`config.mk`:
```
export PLATFORM = sky130hd
export DESIGN_NAME = uart_rx_param_flat
export DESIGN_NICKNAME = d
export VERILOG_FILES = /design/src/rtl/uart_pkg.sv /design/src/rtl/uart_rx_param_if.sv /design/src/rtl/uart_rx_sync.sv /design/src/rtl/uart_rx_param.sv /design/src/flat_wrapper.sv
export SDC_FILE = /design/constraint.sdc
export NUM_CORES = 1
export LEC_CHECK = 0
export ABC_AREA = 0
export CORE_UTILIZATION = 55
export DETAILED_ROUTE_END_ITERATION = 8
export DONT_BUFFER_PORTS = 1
export PLACE_DENSITY = 0.7
export SLEW_MARGIN = 20
export SYNTH_ARGS = -nofsm -noshare
export SYNTH_HDL_FRONTEND = slang
export SYNTH_SLANG_ARGS = --single-unit
```
`constraint.sdc`:
```
create_clock -name clk -period 3.8 [get_ports clk]
set_input_delay 0.19 -clock clk [delete_from_list [all_inputs] [get_ports clk]]
set_output_delay 0.19 -clock clk [all_outputs]
set_load 0.005 [all_outputs]
```
`src/rtl/uart_pkg.sv`:
```
// Shared UART receiver definitions: FSM state encoding, default bit period and parity sense.
package uart_pkg;

    typedef enum logic [2:0] {
        IDLE   = 3'd0,
        START  = 3'd1,
        DATA   = 3'd2,
        PARITY = 3'd3,
        STOP   = 3'd4
    } uart_state_t;

    localparam int DEFAULT_CLKS_PER_BIT = 5208;  // 50 MHz / 9600 baud
    localparam int PAR_EVEN             = 0;
    localparam int PAR_ODD              = 1;

endpackage

```
`src/rtl/uart_rx_param_if.sv`:
```
// Receiver-to-consumer bundle: received word, valid/ack handshake, error flags and activity LED.
interface uart_rx_param_if #(
    parameter int DATA_BITS = 8
);
    logic [DATA_BITS-1:0] data;
    logic                 rx_valid;
    logic                 rd_ack;
    logic                 frame_err;
    logic                 parity_err;
    logic                 overrun_err;
    logic                 led;

    modport master (
        output data, rx_valid, frame_err, parity_err, overrun_err, led,
        input  rd_ack
    );

    modport slave (
        input  data, rx_valid, frame_err, parity_err, overrun_err, led,
        output rd_ack
    );
endinterface

```
`src/rtl/uart_rx_sync.sv`:
```
// Two-flop synchroniser for the rx pin plus a delayed copy for falling-edge detection.
module uart_rx_sync (
    input  logic clk,
    input  logic rst,
    input  logic rx,
    output logic rx_s,
    output logic fall
);
    logic ff1_reg;
    logic ff2_reg;
    logic prev_reg;

    // Everything resets to the idle-high level so a reset never looks like a start edge.
    always_ff @(posedge clk) begin
        if (rst) begin
            ff1_reg  <= 1'b1;
            ff2_reg  <= 1'b1;
            prev_reg <= 1'b1;
        end else begin
            ff1_reg  <= rx;
            ff2_reg  <= ff1_reg;
            prev_reg <= ff2_reg;
        end
    end

    assign rx_s = ff2_reg;
    assign fall = prev_reg & ~ff2_reg;
endmodule

```
`src/rtl/uart_rx_param.sv`:
```
// Parametrised UART receiver with glitch rejection, framing/overrun checks and valid/ack output.
// Optional parity checking is enabled by defining UART_RX_PARITY_EN.
module uart_rx_param
    import uart_pkg::*;
#(
    parameter int CLKS_PER_BIT = DEFAULT_CLKS_PER_BIT,
    parameter int DATA_BITS    = 8,
    parameter int STOP_BITS    = 1,
    parameter int PARITY_ODD   = PAR_EVEN
) (
    input  logic             clk,
    input  logic             rst,
    input  logic             rx,
    uart_rx_param_if.master  bus
);
    localparam int CW = $clog2(CLKS_PER_BIT);
    localparam logic [CW-1:0] CNT_HALF = CW'(CLKS_PER_BIT / 2 - 1);
    localparam logic [CW-1:0] CNT_LAST = CW'(CLKS_PER_BIT - 1);
    localparam logic [2:0]    IDX_LAST = 3'(DATA_BITS - 1);
    localparam logic          PAR_SENSE = 1'(PARITY_ODD);
    // An out-of-range configuration leaves the receiver permanently idle.
    localparam bit CFG_OK = (CLKS_PER_BIT >= 8) && (DATA_BITS >= 5) && (DATA_BITS <= 8) &&
                            (STOP_BITS >= 1) && (STOP_BITS <= 2) &&
                            (PARITY_ODD >= 0) && (PARITY_ODD <= 1);

    logic rx_s;
    logic fall;

    uart_rx_sync u_sync (
        .clk  (clk),
        .rst  (rst),
        .rx   (rx),
        .rx_s (rx_s),
        .fall (fall)
    );

    uart_state_t          state_reg,    state_next;
    logic [CW-1:0]        cnt_reg,      cnt_next;
    logic [2:0]           bit_idx_reg,  bit_idx_next;
    logic [DATA_BITS-1:0] shift_reg,    shift_next;
    logic                 stop_bit_reg, stop_bit_next;
    logic                 done_reg,     done_next;
    logic                 par_bad;
`ifdef UART_RX_PARITY_EN
    logic                 par_bit_reg,  par_bit_next;
`endif

    always_ff @(posedge clk) begin
        if (rst) begin
            state_reg    <= IDLE;
            cnt_reg      <= '0;
            bit_idx_reg  <= '0;
            shift_reg    <= '0;
            stop_bit_reg <= 1'b0;
            done_reg     <= 1'b0;
`ifdef UART_RX_PARITY_EN
            par_bit_reg  <= 1'b0;
`endif
        end else begin
            state_reg    <= state_next;
            cnt_reg      <= cnt_next;
            bit_idx_reg  <= bit_idx_next;
            shift_reg    <= shift_next;
            stop_bit_reg <= stop_bit_next;
            done_reg     <= done_next;
`ifdef UART_RX_PARITY_EN
            par_bit_reg  <= par_bit_next;
`endif
        end
    end

    always_comb begin
        state_next    = state_reg;
        cnt_next      = cnt_reg;
        bit_idx_next  = bit_idx_reg;
        shift_next    = shift_reg;
        stop_bit_next = stop_bit_reg;
        done_next     = 1'b0;
`ifdef UART_RX_PARITY_EN
        par_bit_next  = par_bit_reg;
`endif
        case (state_reg)
            IDLE: begin
                if (fall && CFG_OK) begin
                    state_next = START;
                    cnt_next   = '0;
                end
            end
            START: begin
                // The start bit must stay low up to its midpoint, otherwise it was a glitch.
                if (rx_s) begin
                    state_next = IDLE;
                    cnt_next   = '0;
                end else if (cnt_reg == CNT_HALF) begin
                    state_next   = DATA;
                    cnt_next     = '0;
                    bit_idx_next = '0;
                end else begin
                    cnt_next = cnt_reg + CW'(1);
                end
            end
            DATA: begin
                if (cnt_reg == CNT_LAST) begin
                    cnt_next               = '0;
                    shift_next[bit_idx_reg] = rx_s;
                    if (bit_idx_reg == IDX_LAST) begin
`ifdef UART_RX_PARITY_EN
                        state_next = PARITY;
`else
                        state_next = STOP;
`endif
                    end else begin
                        bit_idx_next = bit_idx_reg + 3'd1;
                    end
                end else begin
                    cnt_next = cnt_reg + CW'(1);
                end
            end
`ifdef UART_RX_PARITY_EN
            PARITY: begin
                if (cnt_reg == CNT_LAST) begin
                    cnt_next     = '0;
                    par_bit_next = rx_s;
                    state_next   = STOP;
                end else begin
                    cnt_next = cnt_reg + CW'(1);
                end
            end
`endif
            STOP: begin
                // Only the first stop bit is sampled; any further stop time is spent in IDLE.
                if (cnt_reg == CNT_LAST) begin
                    cnt_next      = '0;
                    stop_bit_next = rx_s;
                    done_next     = 1'b1;
                    state_next    = IDLE;
                end else begin
                    cnt_next = cnt_reg + CW'(1);
                end
            end
            default: begin
                state_next = IDLE;
                cnt_next   = '0;
            end
        endcase
    end

`ifdef UART_RX_PARITY_EN
    assign par_bad = par_bit_reg != ((^shift_reg) ^ PAR_SENSE);
`else
    assign par_bad = 1'b0;
`endif

    logic [DATA_BITS-1:0] data_reg;
    logic                 valid_reg;
    logic                 frame_err_reg;
    logic                 parity_err_reg;
    logic                 overrun_reg;
    logic                 led_reg;

    // A completing word always wins over a same-cycle ack: valid stays set and overrun is untouched.
    always_ff @(posedge clk) begin
        if (rst) begin
            data_reg       <= '0;
            valid_reg      <= 1'b0;
            frame_err_reg  <= 1'b0;
            parity_err_reg <= 1'b0;
            overrun_reg    <= 1'b0;
            led_reg        <= 1'b0;
        end else begin
            frame_err_reg  <= 1'b0;
            parity_err_reg <= 1'b0;
            if (done_reg) begin
                data_reg       <= shift_reg;
                valid_reg      <= 1'b1;
                frame_err_reg  <= ~stop_bit_reg;
                parity_err_reg <= par_bad;
                if (valid_reg && !bus.rd_ack)
                    overrun_reg <= 1'b1;
                if (stop_bit_reg && !par_bad)
                    led_reg <= ~led_reg;
            end else if (bus.rd_ack) begin
                overrun_reg <= 1'b0;
                if (valid_reg)
                    valid_reg <= 1'b0;
            end
        end
    end

    assign bus.data        = data_reg;
    assign bus.rx_valid    = valid_reg;
    assign bus.frame_err   = frame_err_reg;
    assign bus.parity_err  = parity_err_reg;
    assign bus.overrun_err = overrun_reg;
    assign bus.led         = led_reg;
endmodule
```
`src/flat_wrapper.sv`:
```
// flat-port wrapper written by rule: the top's interface ports become plain ports
module uart_rx_param_flat import uart_pkg::*;
#(
    parameter int CLKS_PER_BIT = DEFAULT_CLKS_PER_BIT,
    parameter int DATA_BITS    = 8,
    parameter int STOP_BITS    = 1,
    parameter int PARITY_ODD   = PAR_EVEN
)
  (clk, rst, rx, bus_data, bus_rx_valid, bus_frame_err, bus_parity_err, bus_overrun_err, bus_led, bus_rd_ack);
  uart_rx_param_if #(.DATA_BITS(DATA_BITS)) bus_i ();
  input  logic clk;
  input  logic rst;
  input  logic rx;
  output wire logic [$bits(bus_i.data)-1:0] bus_data;
  output wire logic [$bits(bus_i.rx_valid)-1:0] bus_rx_valid;
  output wire logic [$bits(bus_i.frame_err)-1:0] bus_frame_err;
  output wire logic [$bits(bus_i.parity_err)-1:0] bus_parity_err;
  output wire logic [$bits(bus_i.overrun_err)-1:0] bus_overrun_err;
  output wire logic [$bits(bus_i.led)-1:0] bus_led;
  input wire logic [$bits(bus_i.rd_ack)-1:0] bus_rd_ack;
  assign bus_data = bus_i.data;
  assign bus_rx_valid = bus_i.rx_valid;
  assign bus_frame_err = bus_i.frame_err;
  assign bus_parity_err = bus_i.parity_err;
  assign bus_overrun_err = bus_i.overrun_err;
  assign bus_led = bus_i.led;
  assign bus_i.rd_ack = bus_rd_ack;
  uart_rx_param #(.CLKS_PER_BIT(CLKS_PER_BIT), .DATA_BITS(DATA_BITS), .STOP_BITS(STOP_BITS), .PARITY_ODD(PARITY_ODD)) u_core (.clk(clk), .rst(rst), .rx(rx), .bus(bus_i));
endmodule
```
# ---- After elaboration in Yosys (flattened, before gate mapping)
# Cells that the tools add are included.
dict set report word_totals {
  out_inout_bits 13
  word_cells 79
  in_bits 4
  register_bits 44
}
dict set report classes {
  n_addsub 2
  n_mux 25
  eq_ne 15
  bitwise 6
  reduce_logical 15
  n_lt_le_gt_ge 2
}
# op n
set op_table {}
lappend op_table {{13-bit two-way mux} 4}
lappend op_table {{13-bit one-hot mux with 3 select lines} 1}
lappend op_table {{3-bit two-way mux} 10}
lappend op_table {{13-bit by 1-bit adder with 13-bit output, second input constant} 1}
lappend op_table {{13-bit by 12-bit == test with 1-bit output, second input constant} 1}
lappend op_table {{13-bit == test, second input constant} 1}
lappend op_table {{3-bit one-hot mux with 4 select lines} 1}
lappend op_table {{2-bit by 1-bit inequality test with 1-bit output, second input constant} 5}
lappend op_table {{5-bit AND reduction} 2}
lappend op_table {{8-bit bitwise mux} 1}
lappend op_table {{2-bit AND reduction} 4}
lappend op_table {{3-bit == test, second input constant} 2}
lappend op_table {{1-bit two-way mux} 6}
lappend op_table {{2-bit inequality test, second input constant} 3}
lappend op_table {{3-bit one-hot mux with 2 select lines} 1}
lappend op_table {{2-bit OR reduction} 3}
lappend op_table {{1-bit NOT} 5}
lappend op_table {{3-bit by 4-bit < comparator with 1-bit output, second input constant} 1}
lappend op_table {{2-bit nonzero test} 2}
lappend op_table {{3-bit by 1-bit adder with 3-bit output, second input constant} 1}
lappend op_table {{1-bit demux with 3-bit select} 1}
lappend op_table {{3-bit by 1-bit == test with 1-bit output, second input constant} 1}
lappend op_table {{3-bit by 2-bit == test with 1-bit output, second input constant} 1}
lappend op_table {{3-bit by 1-bit greater-or-equal comparator with 1-bit output, second input constant} 1}
lappend op_table {{other kinds (5)} 6}

# ---- Depth between registers and ports, before layout
dict set report depth {
  ltp_word 5
  mapped_depth 7
  ltp_nobuf 6
}

# ---- Cells and area by module
# A second synthesis with hierarchy kept.
dict set report unflattened {
  cells_unflattened 207
  hier_area_um2 1941.9
}
# module area_each_um2 cells_per_inst instances seq_area_each_um2
set modules_own_cells {}
lappend modules_own_cells {uart_rx_param 1856.8 200 1 820.8}
lappend modules_own_cells {uart_rx_sync 85.1 7 1 60.1}

# ---- Least setup slack after synthesis
# No wires, ideal clock.
dict set report synth_path {
  path_type {register -> register}
  start {reg u_core.cnt_reg[0]}
  end {reg u_core.shift_reg[0]}
  arrival_ps 1576
  path_slack_ps 2096
  stages_incl_launch_ff 8
  n_path_buf 1
  t_required_ps 3672
  path_cell_list {dfxtp_1 -> ha_1 -> and3_1 -> nand4_1 -> buf_2 -> nor4_2 -> mux2i_1 -> nor2_1}
}
dict set report synth_between {
  elab_chain_len 2
}
# element line
set synth_lines {}
lappend synth_lines {{start: declaration} uart_rx_param.sv:38} ;# logic [CW-1:0] cnt_reg, cnt_next;
lappend synth_lines {{start signal: assignment} uart_rx_param.sv:61} ;# cnt_reg <= cnt_next;
lappend synth_lines {{13-bit == test} uart_rx_param.sv:103} ;# if (cnt_reg == CNT_LAST) begin
lappend synth_lines {{2-bit AND reduction (no source line)} n/a}
lappend synth_lines {{end signal: assignment} uart_rx_param.sv:63} ;# shift_reg <= shift_next;
lappend synth_lines {{end: declaration} uart_rx_param.sv:40} ;# logic [DATA_BITS-1:0] shift_reg, shift_next;
# No other way between the ends.
# A chain may end at the register's enable or synchronous reset.

# ---- Worst setup path after layout
dict set report layout_path {
  start {reg u_core.cnt_reg[0]}
  end {reg u_core.stop_bit_reg}
}
dict set report layout_between {
  elab_chain_len 2
}
# element line
set layout_lines {}
lappend layout_lines {{13-bit == test} uart_rx_param.sv:132} ;# if (cnt_reg == CNT_LAST) begin
lappend layout_lines {{2-bit AND reduction (no source line)} n/a}
lappend layout_lines {{end signal: assignment} uart_rx_param.sv:64} ;# stop_bit_reg <= stop_bit_next;
lappend layout_lines {{end: declaration} uart_rx_param.sv:41} ;# logic stop_bit_reg, stop_bit_next;
# No other way between the ends.

==> results.sh <==
export IMPL_arrival_ns=2.67
export IMPL_status="complete, no violations"
export IMPL_nFillCells=314
export IMPL_pwr_share_seq_pct=60.1
export IMPL_yosys_top_cells_area="dfxtp_1 44%, mux2i_1 10%, nor2_1 7.9%, nor4_2 5.0%, xor2_1 3.1%"
export IMPL_fp_dieH_microns=62.4
export IMPL_ys_ff_latch=44
export IMPL_cts_max_path_buffers=2
export IMPL_drv_slew=0
export IMPL_synth_flop_cell="dfxtp_1"
export IMPL_fp_dieW_microns=62.4
export IMPL_hold_viol=0
export IMPL_cts_sinks=44
export IMPL_via_per_inst=5.61
export IMPL_seq_area_frac_synth_pct=43.9
export IMPL_drt_iter0_markers=49
export IMPL_drtPass1Iterations=4
export IMPL_crit_path_end_kind="register"
export IMPL_port_buffers=0
export IMPL_crit_path_start="u_core.cnt_reg[0]"
export IMPL_synth_largest_area_cell="dfxtp_1"
export IMPL_vias=1441
export IMPL_row_count=21
export IMPL_async_flop_share_pct=0
export IMPL_critical_path_class="reg -> reg"
export IMPL_wl_microns=3450
export IMPL_antenna_found_initial=0
export IMPL_postSynthAreaPerCell_sq_um=9.60
export IMPL_n_antenna_cell=0
export IMPL_syn_inst=209
export IMPL_initial_utilization_pct=58.7
export IMPL_path_max_fanout=13
export IMPL_cts_setup_buffers=0
export IMPL_hp_start="bus_rd_ack"
export IMPL_area_growth_pct=5.93
export IMPL_gp_congestion=0.840
export IMPL_maxCapViolCount=0
export IMPL_place_hpwl_microns=2260
export IMPL_crit_required_ns=4.04
export IMPL_ir_worst_vdd_mv=0.251
export IMPL_tightest_slew_ns=0.684
export IMPL_ioPinCount=17
export IMPL_min_path_type="in -> reg"
export IMPL_track_usage_pct=19.7
export IMPL_r2r_start="u_core.cnt_reg[0]"
export IMPL_stdcell_area_sq_mm=0.00212
export IMPL_numCtsBuffers=5
export IMPL_drive_above_1_share_pct=11.4
export IMPL_grt_start_max_net_pins=35
export IMPL_cts_root_buf="clkbuf_4"
export IMPL_yosysUniqueCellTypes=49
export IMPL_cts_reportedPaths_clkPinSlew_ns=0.13
export IMPL_finalCriticalPeriod_ns=2.44
export IMPL_drc=0
export IMPL_synth_edf_count=0
export IMPL_p_comb_share_pct=3.3
export IMPL_ys_warn_count=0
export IMPL_largest_register_ffs=13
export IMPL_drtAntennaViolNets=0
export IMPL_synthesis_area_sq_mm=0.00201
export IMPL_syn_num_nets=216
export IMPL_finalClockSkew_ns=0.00891
export IMPL_leakage_nw=0.745
export IMPL_grt_overflow=0
export IMPL_swShare_pct=21.5
export IMPL_setup_tns_ns=0
export IMPL_rsz0062_at_grt="no"
export IMPL_clkLatencyLatePin_ns=0.35
export IMPL_postPlaceCellArea_sq_mm=0.00202
export IMPL_synth_top_area_share_pct=43.9
export IMPL_cts_tree="done"
export IMPL_period_share_pct=64.1
export IMPL_fp_dieArea_sq_mm=0.00389
export IMPL_slew_headroom_pct=54.3
export IMPL_finalSetupViolCount=0
export IMPL_core_area_sq_mm=0.00342
export IMPL_cts_max_level=2
export IMPL_p_per_area_mw_per_mm2=366
export IMPL_grt_pass1_wl_microns=6110
export IMPL_p_clk_share_pct=36.6
export IMPL_p_int_mw=0.610
export IMPL_critPathLaunchType="register"
export IMPL_wl_per_cell_microns=13.4
export IMPL_p_sw_mw=0.167
export IMPL_grt_pass1_vias=1360
export IMPL_final_nets=217
export IMPL_ctsResizeCount=0
export IMPL_cts_hold_fix_buffers=3
export IMPL_max_freq_ghz=0.411
## worst max-delay path: stages, from the launching register on
cell	delay, ns
dfxtp_1	0.39
ha_1	0.25
and3_1	0.20
nand4_1	0.55
or4b_1	0.72
mux2i_1	0.17
nor2_1	0.05
## cell usage after synthesis, drive strengths merged, types with 5 or more instances
master,instances
nand2,9
xnor2,5
nor4,8
clkbuf,5
nand2b,5
nor2,42
dfxtp,44
mux2i,20
xor2,7
## per-stage QoR
stage	instances	total power [mW]	util, %	hold WS (ns)	worst slack, ns
after floorplan	209	0.497	-	0.294	2.10
after detailed placement	246	0.496	59.2	0.266	1.38
after global placement	246	0.496	59.2	0.265	1.49
after global routing	257	0.807	62.2	0.00738	1.17
final	257	0.777	62.2	0.0115	1.36
after CTS	257	0.784	62.3	0.000729	1.34
## kinds of logic after synthesis
logic type / after synthesis / share of synthesized area (%)
xor gates and xnor gates: 12 / 5.24
DFF: 44 / 43.9
AOI/OAI and AO/OA: 19 / 7.30
adders and majority gates: 3 / 1.87
muxes: 20 / 9.98
and+or+nand+nor: 98 / 28.9
other: 1 / 0.187
buffers and inverters: 12 / 2.56
## final timing paths
check,endpoint,slack [ns],depth (start not counted)
max reg2reg,u_core.stop_bit_reg,1.36,6
max,u_core.stop_bit_reg,1.36,6
min reg2reg,u_core.u_sync.rx_s,0.42,1
min,u_core.bus.overrun_err,0.01,2
## layer usage
metal | routed length [microns] | part of all wire, % | GRT usage [%]
met2 | 1570 | 46 | 31.9
met5 | 0 | 0 | 0
met1 | 1670 | 48 | 24.7
met3 | 165 | 4.8 | 6.93
met4 | 36 | 1.0 | 6.10
## power by group through the flow
| stage | clock network, mW | registers [mW] | logic, mW |
|---|---|---|---|
| 3_3_place_gp | 0 | 0.477 | 0.0183 |
| 3_5_place_dp | 0 | 0.478 | 0.0185 |
| 2_1_floorplan | 0 | 0.476 | 0.0219 |
| 6_report | 0.284 | 0.467 | 0.0255 |
| 5_1_grt | 0.310 | 0.468 | 0.0287 |
| 4_1_cts | 0.291 | 0.467 | 0.0260 |
## cells in the final DEF, fill, tap and decap left out, types with 2 or more instances in the layout
master         synthesis  routed
nand2_1                9       9
xor2_1                 7       7
nand4_1                2       2
clkbuf_4               0       5
o2111ai_1              2       2
inv_1                  2       2
nand4b_1               2       2
and4bb_1               2       2
nor3_1                 2       2
dlygate4sd3_1          0       2
nor2b_1                4       4
ha_1                   3       3
nor2_1                42      42
nand2b_1               5       5
nand3_1                3       3
nand3b_1               3       3
xnor2_1                5       5
or2_2                  3       3
dfxtp_1               44      44
nor4b_2                2       2
a21oi_1                4       4
nor4_2                 8       8
mux2i_1               20      20
and3_1                 3       3
## final cells by class
cell class	count	area [sq um]	share of cell area (%)
inverters	3	11.3	0.530
repair buffers	3	25.0	1.18
multi-input cells	153	1070	50.5
well taps	46	57.6	2.71
clock inverters	2	35.0	1.65
flip-flops and latches	44	881	41.5
clock buffers	6	41.3	1.94
Power figures use the tool's default switching activity.
